<file path="src/rtl/psum_accum_relu.sv">
// Per-column partial-sum accumulator with ReLU on the finished vector.
// Optional build macro PSUM_ACCUM_SAT_EN: saturating lane adds plus a sticky sat_flag output.
module psum_accum_relu #(
    parameter int unsigned psum_bw = 16,
    parameter int unsigned col     = 8,
    parameter int unsigned len_bw  = 4
) (
    input  logic                   clk,
    input  logic                   reset,
    input  logic                   start,
    input  logic [len_bw-1:0]      cfg_len,
    input  logic                   in_valid,
    output logic                   in_ready,
    input  logic [col*psum_bw-1:0] in_data,
    output logic                   out_valid,
    input  logic                   out_ready,
`ifdef PSUM_ACCUM_SAT_EN
    output logic                   sat_flag,
`endif
    output logic [col*psum_bw-1:0] out_data,
    output logic                   busy
);

    typedef enum logic [1:0] {StIdle, StAccum, StHold} state_e;

    localparam logic [len_bw-1:0] LenOne = len_bw'(1);

    state_e                 state_q, state_d;
    logic [col*psum_bw-1:0] acc_q, acc_d;
    logic [col*psum_bw-1:0] out_data_q, out_data_d;
    logic [len_bw-1:0]      cnt_q, cnt_d;
    logic [len_bw-1:0]      len_q, len_d;
    logic                   out_valid_q, out_valid_d;

    logic [col*psum_bw-1:0] sum_vec, relu_vec;
    logic [psum_bw-1:0]     lane_a, lane_b, lane_sum;

`ifdef PSUM_ACCUM_SAT_EN
    localparam logic [psum_bw-1:0] SatMax = {1'b0, {(psum_bw-1){1'b1}}};
    localparam logic [psum_bw-1:0] SatMin = {1'b1, {(psum_bw-1){1'b0}}};

    logic [psum_bw:0] lane_ext;
    logic [col-1:0]   lane_ovf;
    logic             sat_q, sat_d;
`endif

    // Per-lane add of the incoming beat onto the running sum, then ReLU.
    always_comb begin
        sum_vec  = '0;
        relu_vec = '0;
        lane_a   = '0;
        lane_b   = '0;
        lane_sum = '0;
`ifdef PSUM_ACCUM_SAT_EN
        lane_ext = '0;
        lane_ovf = '0;
`endif
        for (int i = 0; i < int'(col); i++) begin
            lane_a = acc_q[i*psum_bw +: psum_bw];
            lane_b = in_data[i*psum_bw +: psum_bw];
`ifdef PSUM_ACCUM_SAT_EN
            lane_ext    = {lane_a[psum_bw-1], lane_a} + {lane_b[psum_bw-1], lane_b};
            // Signed overflow shows up as the two top bits of the extended sum disagreeing.
            lane_ovf[i] = lane_ext[psum_bw] ^ lane_ext[psum_bw-1];
            lane_sum    = lane_ext[psum_bw-1:0];
            if (lane_ovf[i]) begin
                lane_sum = lane_ext[psum_bw] ? SatMin : SatMax;
            end
`else
            lane_sum = lane_a + lane_b;
`endif
            sum_vec[i*psum_bw +: psum_bw]  = lane_sum;
            relu_vec[i*psum_bw +: psum_bw] = lane_sum[psum_bw-1] ? '0 : lane_sum;
        end
    end

    always_comb begin
        state_d     = state_q;
        acc_d       = acc_q;
        cnt_d       = cnt_q;
        len_d       = len_q;
        out_data_d  = out_data_q;
        out_valid_d = out_valid_q;
`ifdef PSUM_ACCUM_SAT_EN
        sat_d       = sat_q;
`endif
        unique case (state_q)
            StIdle: begin
                if (start) begin
                    len_d = cfg_len;
                    if (cfg_len == '0) begin
                        len_d = LenOne;
                    end
                    acc_d   = '0;
                    cnt_d   = '0;
`ifdef PSUM_ACCUM_SAT_EN
                    sat_d   = 1'b0;
`endif
                    state_d = StAccum;
                end
            end
            StAccum: begin
                if (in_valid) begin
                    acc_d = sum_vec;
                    cnt_d = cnt_q + LenOne;
`ifdef PSUM_ACCUM_SAT_EN
                    sat_d = sat_q | (|lane_ovf);
`endif
                    if (cnt_q == len_q - LenOne) begin
                        out_data_d  = relu_vec;
                        out_valid_d = 1'b1;
                        state_d     = StHold;
                    end
                end
            end
            StHold: begin
                if (out_ready) begin
                    out_valid_d = 1'b0;
                    state_d     = StIdle;
                end
            end
            default: state_d = StIdle;
        endcase
    end

    always_ff @(posedge clk) begin
        if (reset) begin
            state_q     <= StIdle;
            acc_q       <= '0;
            cnt_q       <= '0;
            len_q       <= '0;
            out_data_q  <= '0;
            out_valid_q <= 1'b0;
`ifdef PSUM_ACCUM_SAT_EN
            sat_q       <= 1'b0;
`endif
        end else begin
            state_q     <= state_d;
            acc_q       <= acc_d;
            cnt_q       <= cnt_d;
            len_q       <= len_d;
            out_data_q  <= out_data_d;
            out_valid_q <= out_valid_d;
`ifdef PSUM_ACCUM_SAT_EN
            sat_q       <= sat_d;
`endif
        end
    end

    assign in_ready  = (state_q == StAccum);
    assign busy      = (state_q != StIdle);
    assign out_valid = out_valid_q;
    assign out_data  = out_data_q;
`ifdef PSUM_ACCUM_SAT_EN
    assign sat_flag  = sat_q;
`endif

endmodule

</file>
<file path="config.mk">
export PLATFORM = sky130hd
export DESIGN_NAME = psum_accum_relu
export DESIGN_NICKNAME = d
export VERILOG_FILES = /design/src/rtl/psum_accum_relu.sv
export SDC_FILE = /design/constraint.sdc
export NUM_CORES = 1
export LEC_CHECK = 0
export CAP_MARGIN = 30
export CORE_ASPECT_RATIO = 0.7
export CORE_MARGIN = 3
export CORE_UTILIZATION = 35
export DETAILED_ROUTE_END_ITERATION = 8
export DONT_BUFFER_PORTS = 1
export SLEW_MARGIN = 5
export SYNTH_ARGS = -nofsm -noshare
export SYNTH_HDL_FRONTEND = slang
export SYNTH_SLANG_ARGS = --single-unit
</file>
<file path="constraint.sdc">
create_clock -name clk -period 2.5 [get_ports clk]
set_clock_uncertainty 0.15 [all_clocks]
set_input_delay 0.5 -clock clk [delete_from_list [all_inputs] [get_ports clk]]
set_output_delay 0.5 -clock clk [all_outputs]
set_load 0.005 [all_outputs]
</file>
==> results_tabular.tex <==
\begin{tabular}{lr}
\hline
Metric & Value \\
\hline
\multicolumn{2}{l}{\textbf{STA}} \\
Max-slew headroom at the worst pin & 56.67\% \\
Final worst path period need & 2.498 ns \\
Worst slew pin tran & between 0.6 and 0.7 ns \\
Count of final hold-check violations & 0 \\
Final period utilization & between 90\% and 100\% \\
Peak Freq & about 400 MHz \\
Total of endpoints with negative setup slack in the final report & 0 \\
RSZ-0062 raised after global routing & true \\
Minimum setup slack in the final design & roughly 0.0016 ns \\
Slew Limit Fails & 0 \\
\multicolumn{2}{l}{\textbf{Global route}} \\
Initial antenna violation count & 0 \\
GRT Residual Overflow & 0 \\
Global-route wire length before repair & 77.74 mm \\
Overall fraction of global-route tracks in use & between 20\% and 30\% \\
Number of global-route vias before repair & approximately 14,000 \\
Maximum number of pins on one net before global-route repair & between 100 and 150 \\
\multicolumn{2}{l}{\textbf{Clock tree}} \\
Clock-pin transition on the worst setup and hold timing paths & roughly 0.060 ns \\
Clock latency on the worst-skew pair & about 0.57 ns \\
Root buffer selected by CTS & sky130\_fd\_sc\_hd\_\_clkbuf\_16 \\
CTS tree & done \\
Number of sinks driven by the clock tree & roughly 260 \\
Num CTS Buffers & 30 \\
H-tree depth & 1 \\
Maximum buffer depth of the clock tree & 3 \\
\multicolumn{2}{l}{\textbf{Layout}} \\
Diode insertion count for antenna repair & 0 \\
Final Instance Area & around 0.019 sq mm \\
Layout Cells excl Fill & approximately 2,500 \\
Final net count & approximately 2,200 \\
Fraction of final layout cells with drive strength greater than 1 & a little over a fifth \\
Commonest non-fill, non-tap cells in the layout & sky130\_fd\_sc\_hd\_\_dfxtp\_1, sky130\_fd\_sc\_hd\_\_nand2\_1, sky130\_fd\_sc\_hd\_\_buf\_4, sky130\_fd\_sc\_hd\_\_a21oi\_1, sky130\_fd\_sc\_hd\_\_nor2\_1 \\
FILL cells & roughly 3,900 \\
Layout overhead on the synthesized area & 26.60\% \\
Most common library cell in the layout ignoring fill and taps & sky130\_fd\_sc\_hd\_\_dfxtp\_1 \\
\multicolumn{2}{l}{\textbf{Yosys}} \\
Warnings from Yosys & 0 \\
Ranking of synthesized cells by area & sky130\_fd\_sc\_hd\_\_dfxtp\_1, sky130\_fd\_sc\_hd\_\_ha\_1, sky130\_fd\_sc\_hd\_\_nand2\_1, sky130\_fd\_sc\_hd\_\_a21oi\_1, sky130\_fd\_sc\_hd\_\_o21ai\_0 \\
Library cell occupying the most area in the post-synthesis netlist & sky130\_fd\_sc\_hd\_\_dfxtp\_1 \\
Count of distinct cell types in the synthesized netlist & 79 \\
Sequential element share of the synthesized area & roughly a third \\
Number of enable-type register cells in the synthesized netlist & 0 \\
Post-synthesis cell count & around 1,800 \\
Main flop type after synthesis & sky130\_fd\_sc\_hd\_\_dfxtp\_1 \\
Number of synthesized register bits & $\sim$260 \\
Share of the synthesized area in the top cell type & a little over a third \\
Average instance area after synthesis & roughly 8.4 sq um \\
Synthesized cell area & 0.01491 sq mm \\
Async set-or-reset flop fraction in the synthesized netlist & 0\% \\
\multicolumn{2}{l}{\textbf{Routing}} \\
Number of vias per cell & between 5 and 6 \\
Number of design-rule violations left by the first detailed-router iteration & $\sim$860 \\
Total via count after detailed routing & between 10,000 and 15,000 \\
Detailed-router iteration count before antenna repair & 5 \\
Remaining routing DRC violations & 0 \\
Wire per inst & 20.39 microns \\
Final Routed Wirelength & between 50 and 60 mm \\
Antenna Violating Nets Remaining & 0 \\
\multicolumn{2}{l}{\textbf{Worst setup path}} \\
Reg-to-reg setup timing slack & between 0.0015 and 0.002 ns \\
Start-to-end type of the worst setup path & reg -> reg \\
Required time at the endpoint of the critical path & $\sim$2.8 ns \\
FF-to-FF Start & acc\_q[112] \\
Worst reg-to-reg path cell count & 9 \\
Beginning of the critical path & acc\_q[112] \\
Arrival @ worst endpoint & around 2.8 ns \\
Worst Setup Start Kind & flop \\
Type of element capturing the critical path & flop \\
Last element of the critical path & out\_data[126] \\
RR Endpoint & out\_data[126] \\
CP Max Fanout & 3 \\
\multicolumn{2}{l}{\textbf{Pwr}} \\
Post-route total power & around 0.011 W \\
Reported leakage power & roughly 7.9 nW \\
Max IR drop VDD & 0.0004743 V \\
P per Cell Area & about 590 mW/mm\^{}2 \\
\multicolumn{2}{l}{\textbf{Floorplanning}} \\
Overall die area & about 0.045 sq mm \\
Core area & roughly 0.042 sq mm \\
Top-Level Pins & $\sim$270 \\
Chip Width & around 250 microns \\
Total number of placement rows & between 60 and 70 \\
Die span in y & approximately 180 microns \\
Initial cell density of the core & a little over a third \\
\multicolumn{2}{l}{\textbf{Min path}} \\
Class of the tightest hold or removal check & in -> reg \\
Number of cells on the worst hold path & 3 \\
\multicolumn{2}{l}{\textbf{Job}} \\
Maximum Capacitance Violations & 0 \\
\multicolumn{2}{l}{\textbf{Place}} \\
Hpwl dp & 37.19 mm \\
Post-detailed-placement cell area & about 0.017 sq mm \\
Number of buffer cells added on primary ports & 0 \\
Placement-stage worst setup slack & -0.2681 ns \\
Total placed cells including tap cells & around 2,500 \\
Global placer's final weighted congestion & 0.8977 \\
\multicolumn{2}{l}{\textbf{Outcome}} \\
Run status & completed \\
\hline
\end{tabular}
synthesized netlist by cell type, types with 5 or more instances:
library cell and instances:
sky130_fd_sc_hd__nand2b_1 19, sky130_fd_sc_hd__a22o_1 38, sky130_fd_sc_hd__mux2i_1 5, sky130_fd_sc_hd__o21ai_2 10, sky130_fd_sc_hd__a32o_1 26, sky130_fd_sc_hd__fa_1 8, sky130_fd_sc_hd__o21ai_0 124, sky130_fd_sc_hd__a21o_1 46
sky130_fd_sc_hd__nor2_1 120, sky130_fd_sc_hd__a21boi_0 10, sky130_fd_sc_hd__nor2b_1 15, sky130_fd_sc_hd__xnor2_1 55, sky130_fd_sc_hd__nand2_1 231, sky130_fd_sc_hd__a211o_1 7, sky130_fd_sc_hd__a31o_2 7, sky130_fd_sc_hd__o211ai_1 14
sky130_fd_sc_hd__buf_4 10, sky130_fd_sc_hd__nand3b_1 7, sky130_fd_sc_hd__and2_0 7, sky130_fd_sc_hd__a211oi_1 16, sky130_fd_sc_hd__a221oi_1 8, sky130_fd_sc_hd__and3_1 13, sky130_fd_sc_hd__a22oi_1 14, sky130_fd_sc_hd__o31ai_1 15
sky130_fd_sc_hd__buf_2 22, sky130_fd_sc_hd__clkbuf_1 45, sky130_fd_sc_hd__and2_1 15, sky130_fd_sc_hd__xor2_1 33, sky130_fd_sc_hd__nor3_1 33, sky130_fd_sc_hd__a21oi_1 163, sky130_fd_sc_hd__ha_1 122, sky130_fd_sc_hd__nand4_1 21
sky130_fd_sc_hd__o31a_1 9, sky130_fd_sc_hd__a31oi_1 15, sky130_fd_sc_hd__or3_1 15, sky130_fd_sc_hd__inv_1 69, sky130_fd_sc_hd__dfxtp_1 259, sky130_fd_sc_hd__nand3_1 40, sky130_fd_sc_hd__o21bai_1 7, sky130_fd_sc_hd__o21a_1 14
final cells by class:
| class | instances | area (sq um) | share of cell area (%) |
|---|---|---|---|
| Clock buffer | 40 | 869.6 | 4.606 |
| Timing Repair Buffer | 226 | 1849 | 9.795 |
| Multi-Input combinational cell | 1379 | 9892 | 52.40 |
| Sequential cell | 259 | 5204 | 27.56 |
| Clock inverter | 13 | 125.1 | 0.6627 |
| Inverter | 69 | 259.0 | 1.372 |
| Tap cell | 544 | 680.7 | 3.605 |
critical path: stages, from the launching register on:
cell and delay, ns:
sky130_fd_sc_hd__dfxtp_2 0.34, sky130_fd_sc_hd__ha_4 0.16, sky130_fd_sc_hd__fa_2 0.33, sky130_fd_sc_hd__a21o_1 0.24, sky130_fd_sc_hd__a221oi_4 0.33, sky130_fd_sc_hd__o21bai_2 0.11
sky130_fd_sc_hd__o21ai_2 0.27, sky130_fd_sc_hd__nor3_2 0.10, sky130_fd_sc_hd__a211oi_4 0.25, sky130_fd_sc_hd__o31ai_2 0.10
how the worst min path moves through the flow:
stage,from,end
detailed placement,acc_q[80],acc_q[80]
floorplan,acc_q[110],acc_q[110]
CTS,in_data[0],out_data[0]
global placement,acc_q[94],acc_q[94]
global route,in_data[32],out_data[32]
finish,in_data[15],acc_q[15]
power breakdown:
group / switching, W / leakage, nW / internal [W]
clock: 0.00188 / 0.485 / 0.00263
combinational: 0.00127 / 5.29 / 0.000948
sequential: 0.0000849 / 2.10 / 0.00425
layer usage:
metal	vias up	track usage (%)	share of wire, %
met5	-	0	0
met4	0	5.353	2.8
met3	97	5.873	7.6
met2	405	34.89	44
met1	6725	29.31	46
li1	6810	-	-
metrics by stage:
stage	hold slack [ns]	utilization, %	setup TNS, ns
finish	0.06010	45.49	0
global route	0.05427	45.49	-0.7893
CTS	0.01807	43.84	0
detailed placement	0.2950	40.97	-17.42
global placement	0.2884	40.97	-11.99
floorplan	0.2791	-	0
state kept, by name (all words and copies together), names as in the netlist:
signal,cells
out_data,120
cnt_q,4
out_valid,1
len_q,4
acc_q,128
state_q,2
timing repair:
action | CTS | global route
pin swaps | 6 | 66
gates resized for setup | 17 | 155
buffers inserted | 1 | 13
hold endpoints to repair | 103 | 0
setup endpoints to repair | 41 | 133
hold buffers | 8 | 0
kinds of logic after synthesis:
family	after synthesis	synth area share [%]
fa+ha+maj	130	11.31
buf+inv	148	4.212
xor+xnor	92	5.680
simple gates	562	17.61
mux	5	0.3356
other cells	1	0.02515
flops	259	34.77
compound gates	582	26.06
No activity file was read; power rests on OpenSTA's default activity.
